File: src/rtl/ff256_ct_seq_in_buffer.sv
// Ping-pong 8x8-bit input staging for the sequential FF256 transform; x_k is presented combinationally in state S_k (zero latency).
// Backpressure: in_ready drops while the write bank is still full; a released bank is writable from the following cycle.
`ifndef CT_SEQ_IDLE
`define CT_SEQ_IDLE 5'd0
`define CT_SEQ_S0   5'd1
`define CT_SEQ_S1   5'd2
`define CT_SEQ_S2   5'd3
`define CT_SEQ_S3   5'd4
`define CT_SEQ_S4   5'd5
`define CT_SEQ_S5   5'd6
`define CT_SEQ_S6   5'd7
`define CT_SEQ_S7   5'd8
`define CT_SEQ_S8   5'd9
`define CT_SEQ_S9   5'd10
`define CT_SEQ_DONE 5'd11
`endif

module ff256_ct_seq_in_buffer (
    input  logic       clk,
    input  logic       rst,
    input  logic [7:0] in_data,
    input  logic       in_valid,
    output logic       in_ready,
    input  logic [4:0] state_i,
    output logic       strt_cmpt_o,
    output logic [7:0] x_o,
    output logic       x_valid_o,
    output logic [1:0] full_o
);
    logic [7:0] bank_q [2][8];
    logic       wr_bank_q, wr_bank_d;
    logic [2:0] wr_idx_q, wr_idx_d;
    logic       rd_bank_q, rd_bank_d;
    logic [1:0] full_q, full_d;
    logic       strt_q, strt_d;
    logic       wr_fire;
    logic       rel_fire;
    logic [2:0] rd_k;

    assign in_ready = !full_q[wr_bank_q];
    assign wr_fire  = in_valid && in_ready;
    assign rel_fire = strt_q && (state_i == `CT_SEQ_DONE);

    always_comb begin
        wr_bank_d = wr_bank_q;
        wr_idx_d  = wr_idx_q;
        rd_bank_d = rd_bank_q;
        full_d    = full_q;
        strt_d    = strt_q;
        if (wr_fire) begin
            if (wr_idx_q == 3'd7) begin
                full_d[wr_bank_q] = 1'b1;
                wr_bank_d         = !wr_bank_q;
                wr_idx_d          = 3'd0;
            end else begin
                wr_idx_d = wr_idx_q + 3'd1;
            end
        end
        // The write side never targets rd_bank while it is full, so both updates can coexist.
        if (rel_fire) begin
            strt_d            = 1'b0;
            full_d[rd_bank_q] = 1'b0;
            rd_bank_d         = !rd_bank_q;
        end else if (!strt_q && full_q[rd_bank_q] && (state_i == `CT_SEQ_IDLE)) begin
            strt_d = 1'b1;
        end
    end

    always_ff @(posedge clk or posedge rst) begin
        if (rst) begin
            wr_bank_q <= 1'b0;
            wr_idx_q  <= 3'd0;
            rd_bank_q <= 1'b0;
            full_q    <= 2'b00;
            strt_q    <= 1'b0;
        end else begin
            wr_bank_q <= wr_bank_d;
            wr_idx_q  <= wr_idx_d;
            rd_bank_q <= rd_bank_d;
            full_q    <= full_d;
            strt_q    <= strt_d;
        end
    end

    always_ff @(posedge clk) begin
        if (wr_fire) begin
            bank_q[wr_bank_q][wr_idx_q] <= in_data;
        end
    end

    assign rd_k = 3'(state_i - `CT_SEQ_S0);

    always_comb begin
        x_o       = 8'h00;
        x_valid_o = 1'b0;
        if ((state_i >= `CT_SEQ_S0) && (state_i <= `CT_SEQ_S7)) begin
            x_o       = bank_q[rd_bank_q][rd_k];
            x_valid_o = 1'b1;
        end
    end

    assign strt_cmpt_o = strt_q;
    assign full_o      = full_q;
endmodule

File: config.mk
export PLATFORM = sky130hd
export DESIGN_NAME = ff256_ct_seq_in_buffer
export DESIGN_NICKNAME = d
export VERILOG_FILES = /design/src/rtl/ff256_ct_seq_in_buffer.sv
export SDC_FILE = /design/constraint.sdc
export NUM_CORES = 1
export LEC_CHECK = 0
export CORE_ASPECT_RATIO = 0.7
export CORE_MARGIN = 1
export CORE_UTILIZATION = 55
export CTS_CLUSTER_SIZE = 25
export DETAILED_ROUTE_END_ITERATION = 7
export PLACE_DENSITY = 0.74
export SETUP_SLACK_MARGIN = 0.15
export SYNTH_ARGS = -nofsm -noshare
export SYNTH_HDL_FRONTEND = slang
export SYNTH_SLANG_ARGS = --single-unit
File: constraint.sdc
create_clock -name clk -period 2.6 [get_ports clk]
set_input_delay 0.52 -clock clk [delete_from_list [all_inputs] [get_ports clk]]
set_output_delay 0.52 -clock clk [all_outputs]
set_load 0.01 [all_outputs]
==> results.yml <==
status:
  status: "complete, but fails checks"
  violations: "negative setup slack"
finish:
  finalNonFillerCells: 486
  area_growth_syn_to_layout_pct: 26.8
  num-nets-final: 368
  fillCellCount: 583
  antenna_cells: 0
  drive_above_1_share_pct: 41.3
floorplanning:
  dieArea_um2: 10600
  num_rows: 30
  chipHeight_um: 86.3
  ioPinCount: 29
  initial_core_util_pct: 57.2
  core_um2: 9760
  die_x_um: 122
critical_path:
  endpoint_kind: "output port"
  regToRegSetupSlack_ns: 0.60
  crit-reg2reg-launch: "wr_bank_q"
  required_ns: 2.08
  start_kind: "flip-flop"
  worstPathMaxFanout: 5
  reg2reg_depth: 4
  arrival_ns: 2.20
  timing.rr.end: "bank_q[0][43]"
  critPathKind: "reg2out"
sta:
  finClkSkew_ns: 0.00864
  relSlewSlack_pct: 61.4
  period_needed_ns: 2.72
  rsz0062_at_grt: "yes"
  setup_slack_ns: -0.117
  finalSetupViolations: 8
  fin_hold_ws_ns: 0.347
  tightestPinTransition_ns: 0.577
  hold_viol: 0
  slew_viol_final: 0
  period_share_pct: 104
  tns_ns: -0.509
  fmax_mhz: 368
power_and_ir_drop:
  clkPwrFrac_pct: 33.2
  powerDensity_nw_per_um2: 977
  p_leak_nw: 2.41
  combinationalPowerShare_pct: 26.4
  switching_power_mw: 1.89
  cell_internal_pwr_mw: 5.02
  ir_drop_mv: 0.612
  swShare_pct: 27.3
  p_seq_share_pct: 40.4
global_routing:
  track_usage_pct: 25.2
  grt_pass1_vias: 3113
  grt_max_degree: 18
  grt_pass1_wl_um: 18100
  gr-total-overflow: 0
  antenna_found_initial: 0
placed_design:
  placedCellCount: 439
  dp_hpwl_um: 6840
  place_congestion: 0.790
  place.port_buffers: 28
logic_synthesis:
  synth_nets: 282
  syn_avg_cell_area_um2: 21.4
  ys_seq_elements: 136
  synth_area_um2: 5580
  seq_area_frac_synth_pct: 72.5
  synth_warnings: 0
  synth-edff-count: 128
  async_reset_ff_share_pct: 5.88
  synth_top_cell_area_share_pct: 68.9
  synth_common_cells: "128 x edfxtp_1, 18 x mux4_2, 16 x mux2i_1, 14 x mux4_1, 14 x nor2_1"
  synth_flop_cell: "edfxtp_1"
  yosysMostFrequentCell: "edfxtp_1"
  netlist.top_cell.by_area: "edfxtp_1"
  yosys-top-cells-area: "edfxtp_1 69%, mux4_2 7.3%, mux4_1 6.6%"
  synth.distinct_cells: 37
  syn_inst: 261
routing:
  via_per_inst: 6.09
  drtPass1Iterations: 5
  drt_iter0_drc: 220
  antenna_left: 0
  routedWlPerCell_um: 25.8
  wirelength_um: 12500
  route.detailed.drc: 0
  vias: 2959
clock_network:
  root_buffer: "clkbuf_16"
  cts_buffers: 17
  worstSkewPairLatency_ns: 0.42
  ctsHoldBuffers: 0
  cts.htree.levels: 4
  cts.path.max_buffers: 2
  cts_sinks: 136
  cts_tree: "yes"
  path_clk_slew_ns: 0.05
flow_run:
  cap_violations: 0
min_path:
  worstHoldPathType: "in2async"
[worst max path at each step]
stage | from | endpoint | slack, ns | depth (start not counted)
2_1_floorplan | state_i[0] | x_o[0] | 0.28 | 7
3_3_place_gp | state_i[0] | x_o[6] | -0.79 | 7
3_5_place_dp | state_i[0] | x_o[4] | -0.85 | 7
4_1_cts | rd_bank_q | x_o[2] | -0.08 | 5
5_1_grt | rd_bank_q | x_o[5] | -0.15 | 7
6_report | rd_bank_q | x_o[5] | -0.12 | 7
[state kept, by name, indices dropped and copies added, names as in the netlist]
| signal | cells |
|---|---|
| full_o | 2 |
| strt_cmpt_o | 1 |
| wr_idx_q | 3 |
| bank_q | 128 |
| rd_bank_q | 1 |
| wr_bank_q | 1 |
[metrics by stage]
step | worst slack, ns | cell area (um^2) | total power [mW] | util, %
3_5_place_dp | -0.846 | 6210 | 4.24 | 63.7
4_1_cts | -0.0829 | 6970 | 6.72 | 71.4
2_1_floorplan | 0.275 | 5580 | 3.76 | -
3_3_place_gp | -0.793 | 6210 | 4.19 | 63.7
5_1_grt | -0.148 | 7070 | 7.15 | 72.5
6_report | -0.117 | 7070 | 6.91 | 72.5
[power by group through the flow]
stage	clock network [mW]	logic [mW]	registers, mW
finish	2.30	1.82	2.79
global route	2.40	1.93	2.81
CTS	2.31	1.62	2.79
detailed placement	0	1.42	2.83
global placement	0	1.38	2.81
floorplan	0	1.02	2.75
[cell families (layout without fill, tap and decap cells)]
family / Yosys count / in the layout / share of synthesized area, %
mux: 53 / 53 / 17.9
buf+inv: 15 / 112 / 2.11
compound gates: 16 / 16 / 2.67
xor+xnor: 3 / 3 / 0.471
simple gates: 33 / 33 / 3.21
fa+ha+maj: 5 / 5 / 1.12
flops: 136 / 136 / 72.5
[cells in the final DEF, fill, tap and decap left out, drive strengths merged, types with 2 or more instances in the layout]
cell type and n:
edfxtp 128, buf 57, mux4 32, clkbuf 20, mux2i 17, clkdlybuf4s50 15, nor2 14, dfrtp 8
o22ai 8, inv 7, clkinv 5, ha 5, mux2 4, nor4 4, xnor2 3, nand2 3
clkinvlp 3, nand4b 2, nand2b 2, a31oi 2, bufinv 2, dlygate4sd2 2
[critical path, cell delays in order (launching register included)]
cell,delay (ns)
dfrtp_2,0.43
buf_12,0.15
buf_12,0.13
buf_6,0.11
mux4_2,0.47
mux2i_4,0.24
o22ai_4,0.11
buf_6,0.13
[routing by layer]
metal	track usage [%]	wire length (um)	vias up
met1	33.4	5070	1525
met2	40.4	6210	142
li1	-	-	1268
met5	0	0	-
met3	6.91	969	24
met4	9.65	275	0
[area by class of cell]
cell class | count | area, um^2 | share of cell area [%]
flip-flops and latches | 136 | 4050 | 57.2
clock inverters | 12 | 129 | 1.82
inverters | 5 | 21.3 | 0.301
multi-input cells | 110 | 1520 | 21.5
repair buffers | 77 | 766 | 10.8
clock buffers | 18 | 429 | 6.07
well taps | 128 | 160 | 2.26
[repair_timing]
action / CTS / global route
endpoints found under the hold margin: 0 / 0
resized for setup: 79 / 17
setup buffers: 13 / 1
cloned: 1 / 2
setup endpoints to repair: 9 / 10
pin swaps: 3 / 0
(Power assumes the default switching activity.)
